## src/rtl/cv32e40p_pkg.sv

```systemverilog
// Shared fetch-path constants so the prefetcher and the fetch FIFO agree on depth.
package cv32e40p_pkg;

  localparam int unsigned FETCH_FIFO_DEPTH_MIN = 32'd2;
  localparam int unsigned FETCH_FIFO_DEPTH_MAX = 32'd8;
  localparam int unsigned FETCH_FIFO_DEPTH     = 32'd2;

endpackage

```

## src/rtl/cv32e40p_fetch_fifo.sv

```systemverilog
// Instruction prefetch FIFO: buffers OBI fetch responses for the aligner,
// with zero-latency fall-through when empty and flush on taken branches.
module cv32e40p_fetch_fifo
  import cv32e40p_pkg::*;
#(
  parameter int unsigned DEPTH     = FETCH_FIFO_DEPTH,
  parameter int unsigned CNT_WIDTH = $clog2(DEPTH + 32'd1)
) (
  input  logic                 clk,
  input  logic                 rst_n,
  input  logic                 flush_i,
  input  logic                 push_i,
  input  logic [31:0]          push_rdata_i,
  output logic                 fetch_valid_o,
  output logic [31:0]          fetch_rdata_o,
  input  logic                 fetch_ready_i,
  output logic [CNT_WIDTH-1:0] cnt_o,
  output logic                 empty_o,
  output logic                 full_o,
  output logic                 almost_full_o,
  output logic                 overflow_o
);

  localparam int unsigned PTR_W = $clog2(DEPTH);

  logic [31:0]          mem_r [DEPTH];
  logic [PTR_W-1:0]     rptr_r;
  logic [PTR_W-1:0]     wptr_r;
  logic [CNT_WIDTH-1:0] cnt_r;
  logic                 overflow_r;

  logic                 empty_s;
  logic                 full_s;
  logic                 pop_s;
  logic                 bypass_s;
  logic                 write_s;
  logic                 drop_s;

  // Explicit compare keeps the wrap correct for non-power-of-two depths.
  function automatic logic [PTR_W-1:0] ptr_inc(input logic [PTR_W-1:0] ptr);
    if (ptr == PTR_W'(DEPTH - 32'd1)) begin
      ptr_inc = '0;
    end else begin
      ptr_inc = ptr + PTR_W'(1);
    end
  endfunction

  // Status decode and handshake qualification from registered state.
  always_comb begin
    empty_s  = (cnt_r == CNT_WIDTH'(0));
    full_s   = (cnt_r == CNT_WIDTH'(DEPTH));
    fetch_valid_o = !flush_i && (!empty_s || push_i);
    pop_s    = fetch_valid_o && fetch_ready_i;
    bypass_s = empty_s && push_i && pop_s;
    write_s  = push_i && !flush_i && !bypass_s && (!full_s || pop_s);
    drop_s   = push_i && !flush_i && full_s && !pop_s;
  end

  // Head word selection: stored head, fall-through word, or zero when idle.
  always_comb begin
    fetch_rdata_o = 32'h0000_0000;
    if (!empty_s) begin
      fetch_rdata_o = mem_r[rptr_r];
    end else if (push_i) begin
      fetch_rdata_o = push_rdata_i;
    end else begin
      fetch_rdata_o = 32'h0000_0000;
    end
  end

  // Pointer, count and sticky overflow state.
  always_ff @(posedge clk or negedge rst_n) begin
    if (!rst_n) begin
      rptr_r     <= '0;
      wptr_r     <= '0;
      cnt_r      <= '0;
      overflow_r <= 1'b0;
    end else if (flush_i) begin
      rptr_r <= '0;
      wptr_r <= '0;
      cnt_r  <= '0;
    end else begin
      if (write_s) begin
        wptr_r <= ptr_inc(wptr_r);
      end
      if (pop_s && !bypass_s) begin
        rptr_r <= ptr_inc(rptr_r);
      end
      if (write_s && !(pop_s && !bypass_s)) begin
        cnt_r <= cnt_r + CNT_WIDTH'(1);
      end else if (!write_s && pop_s && !bypass_s) begin
        cnt_r <= cnt_r - CNT_WIDTH'(1);
      end
      if (drop_s) begin
        overflow_r <= 1'b1;
      end
    end
  end

  // Storage array is intentionally not reset.
  always_ff @(posedge clk) begin
    if (write_s) begin
      mem_r[wptr_r] <= push_rdata_i;
    end
  end

  assign cnt_o         = cnt_r;
  assign empty_o       = empty_s;
  assign full_o        = full_s;
  assign almost_full_o = (cnt_r >= CNT_WIDTH'(DEPTH - 32'd1));
  assign overflow_o    = overflow_r;

`ifdef CV32E40P_ASSERT_ON
  a_no_push_full : assert property (@(posedge clk) disable iff (!rst_n)
    !(push_i && !flush_i && full_s && !pop_s));
  a_cnt_range : assert property (@(posedge clk) disable iff (!rst_n)
    cnt_r <= CNT_WIDTH'(DEPTH));
  a_rdata_stable : assert property (@(posedge clk) disable iff (!rst_n)
    (fetch_valid_o && !fetch_ready_i && !flush_i) |=> $stable(fetch_rdata_o));
`endif

endmodule
```

## config.mk

```make
export PLATFORM = sky130hd
export DESIGN_NAME = cv32e40p_fetch_fifo
export DESIGN_NICKNAME = d
export VERILOG_FILES = /design/src/rtl/cv32e40p_pkg.sv /design/src/rtl/cv32e40p_fetch_fifo.sv
export SDC_FILE = /design/constraint.sdc
export NUM_CORES = 1
export LEC_CHECK = 0
export BUFFER_PORTS_ARGS = -buffer_cell sky130_fd_sc_hd__buf_2
export CAP_MARGIN = 20
export CELL_PAD_IN_SITES_DETAIL_PLACEMENT = 1
export CELL_PAD_IN_SITES_GLOBAL_PLACEMENT = 2
export CORE_MARGIN = 5
export CORE_UTILIZATION = 25
export DETAILED_ROUTE_END_ITERATION = 6
export PLACE_DENSITY_LB_ADDON = 0.1
export SLEW_MARGIN = 20
export SYNTH_ARGS = -nofsm -noshare
export SYNTH_HDL_FRONTEND = slang
export SYNTH_SLANG_ARGS = --single-unit
```

## constraint.sdc

```tcl
create_clock -name clk -period 8.4 [get_ports clk]
set_clock_uncertainty 0.15 [all_clocks]
set_input_delay 1.26 -clock clk [delete_from_list [all_inputs] [get_ports clk]]
set_output_delay 1.26 -clock clk [all_outputs]
set_load 0.03 [all_outputs]
```

==> flow_metrics.env <==
export IMPL_outcome="complete, no violations"
export IMPL_ys_seq_elements=69
export IMPL_max_stage_delay_ps=760
export IMPL_place_area_um2=3453
export IMPL_avgViaCountPerCell=4.316
export IMPL_cp_top_family="adder cells"
export IMPL_pwr_share_seq_pct=43.3
export IMPL_fillers=1266
export IMPL_start_kind="flip-flop"
export IMPL_intPower_w=0.0006569
export IMPL_syn_num_nets=251
export IMPL_io_pins=76
export IMPL_cts_repair_resize_count=0
export IMPL_crit_chain="inv_1, ha_2, and2_1, buf_4, nand2_1, o21ai_0, buf_2"
export IMPL_required_ps=6990
export IMPL_fin_crit_ps=4510
export IMPL_std_cell_rows=39
export IMPL_fin_util_pct=32.18
export IMPL_io_buffers=75
export IMPL_ir_drop_mv=0.1021
export IMPL_use_met1_pct=13.84
export IMPL_synth_cell_area_um2=2983
export IMPL_wire_per_inst_um=16.24
export IMPL_grt_start_max_net_pins=42
export IMPL_p_leak_nw=1.375
export IMPL_yosysWarnings=0
export IMPL_rsz0062_at_grt="no"
export IMPL_worstMarginPinSlew_ps=1048
export IMPL_antenna_found_initial=0
export IMPL_wl_um=7032
export IMPL_drt_first_pass_iters=4
export IMPL_htreeDepth=3
export IMPL_gp_congestion=0.6596
export IMPL_finish_instance_area_um2=3721
export IMPL_synth_most_common_cell="edfxtp_1"
export IMPL_die_w_um=119.2
export IMPL_multi_input_area_um2=824.5
export IMPL_die_h_um=119.2
export IMPL_ys_top_cells_by_area="edfxtp_1 64%, mux2i_1 11%, nand2_1 4.3%, dfrtp_1 4.2%, o21ai_0 3.4%"
export IMPL_drv_cap=0
export IMPL_final_cells=433
export IMPL_num_vias=1869
export IMPL_hold_class="flip-flop to flip-flop"
export IMPL_grt_overflow=0
export IMPL_critPathCaptureType="primary output"
export IMPL_post_cts_buffers=0
export IMPL_cts_root_buffer="clkbuf_16"
export IMPL_cts_tree="built"
export IMPL_switching_power_w=0.0002969
export IMPL_ys_async_sr_fraction_pct=7.246
export IMPL_synth_edf_count=64
export IMPL_dp_cells=417
export IMPL_cp_slowest_cell="ha_2"
export IMPL_worstPathMaxFanout=41
export IMPL_cts_sinks=69
export IMPL_areaGrowthSynthToFinish_pct=24.75
export IMPL_first_iter_violations=55
export IMPL_syn_avg_cell_area_um2=14.07
export IMPL_cts_buffers=9
export IMPL_clk_pin_slew_worst_paths_ps=60
export IMPL_synthFlopType="edfxtp_1"
export IMPL_synth_top_area_share_pct=64.43
export IMPL_critPathKind="flip-flop to primary output"
export IMPL_hpwl_um=4499
export IMPL_grt_pass1_vias=2062
export IMPL_cp_num_buf_inv=3
export IMPL_post_route_drc_count=0
export IMPL_timing_fmax_mhz=221.7
export IMPL_fin_nets=324
export IMPL_comb_power_share_pct=21.8
export IMPL_antenna_left=0
export IMPL_hold_buffers=0
export IMPL_grt_busiest_layer="met2"
export IMPL_ys_types=31
export IMPL_core_area_um2=11560
export IMPL_synthCells=212
export IMPL_crit_arrival_ps=3100
export IMPL_yosysTopAreaCell="edfxtp_1"
export IMPL_start_util_pct=25.79
export IMPL_drive_above_1_share_pct=34.14
export IMPL_synthTopCellsByCount="64 x edfxtp_1, 34 x nand2_1, 33 x mux2i_1"
export IMPL_die_area_um2=14220
export IMPL_fin_total_pwr_w=0.0009538
export IMPL_hold_violations=0
export IMPL_grt_total_usage_pct=10.21
export IMPL_slew_headroom_pct=30.11
export IMPL_grt_pass1_wl_um=11250
export IMPL_setup_viol=0
export IMPL_met2_usage_pct=15.65
export IMPL_met3_usage_pct=2.844
export IMPL_clock_latency_ps=320
export IMPL_tns_ps=0
export IMPL_switching_share_pct=31.13
export IMPL_fin_crit_sh_pct=53.69
export IMPL_seq_area_um2=2048
export IMPL_clkPwrFrac_pct=34.9
export IMPL_clock_path_buffers=2
export IMPL_n_antenna_cell=0
export IMPL_yosysSeqAreaShare_pct=68.62
export IMPL_finalMaxSlewViolations=0
export IMPL_power_density_nw_per_um2=256.3
[layout make-up]
cell class / count / area share [%]
Clock buffer: 9 / 6.052
Clock inverter: 7 / 1.143
Inverter: 5 / 0.5044
Multi-Input combinational cell: 124 / 22.16
Sequential cell: 69 / 55.04
Tap cell: 143 / 4.808
Timing Repair Buffer: 76 / 10.29
[per-layer routing]
| layer | wire (µm) | up-vias |
|---|---|---|
| met5 | 0 | - |
| met1 | 3379 | 881 |
| met4 | 82 | 0 |
| li1 | - | 930 |
| met2 | 3194 | 50 |
| met3 | 375 | 8 |
[metrics by stage]
| stage | hold slack (ps) | setup WS, ps |
|---|---|---|
| CTS | 318.4 | 3760 |
| global placement | 298.1 | 4012 |
| floorplan | 313.9 | 4784 |
| detailed placement | 303.4 | 4010 |
| finish | 316.9 | 3890 |
| global route | 351.5 | 3548 |
[path summary, 6_finish.rpt]
check	startpoint	end	slack, ps	cells past startpoint
max	cnt_o[1]	fetch_rdata_o[31]	3890	7
min	overflow_o	overflow_o	320	1
max reg2reg	cnt_o[1]	mem_r[0][29]	5620	5
min reg2reg	overflow_o	overflow_o	320	1
max in group asynchronous	rst_n	rptr_r	7340	1
min in group asynchronous	rst_n	cnt_o[1]	600	1
[worst reg2reg max path, stage by stage (launching register included)]
cell and delay [ps]:
dfrtp_1 410, inv_1 80, ha_2 450, mux2i_1 360, nand2_1 160, nor2_4 770
[state kept, by name, indices dropped and copies added, names as in the netlist]
| signal | flops |
|---|---|
| cnt_o | 2 |
| mem_r | 64 |
| wptr_r | 1 |
| overflow_o | 1 |
| rptr_r | 1 |
[cells by family after synthesis]
family / after synthesis / share of synthesized area (%)
DFF: 69 / 68.62
and+or+nand+nor: 48 / 7.509
AOI/OAI and AO/OA: 40 / 7.551
muxes: 33 / 11.07
buffers and inverters: 19 / 4.110
adders and majority gates: 2 / 0.8388
xor gates and xnor gates: 1 / 0.2937
[cell usage in the layout, fill, tap and decap left out, drive strengths merged, types with 2 or more instances in the layout]
| master | instances |
|---|---|
| clkinv | 3 |
| a21oi | 2 |
| mux2i | 33 |
| clkbuf | 9 |
| nor2 | 2 |
| nor2b | 2 |
| buf | 76 |
| nor3 | 4 |
| ha | 2 |
| dfrtp | 5 |
| nor3b | 2 |
| edfxtp | 64 |
| o21ai | 32 |
| inv | 5 |
| nand2 | 34 |
| clkinvlp | 4 |
[power by group through the flow]
stage / clock network [W] / logic, W / registers [W]
after floorplan: 0 / 0.000154 / 0.000413
after global placement: 0 / 0.000214 / 0.000420
after detailed placement: 0 / 0.000214 / 0.000421
after CTS: 0.000342 / 0.000214 / 0.000414
after global routing: 0.000361 / 0.000228 / 0.000416
final: 0.000333 / 0.000208 / 0.000413
Note: power is estimated with default switching activity, not from simulation.
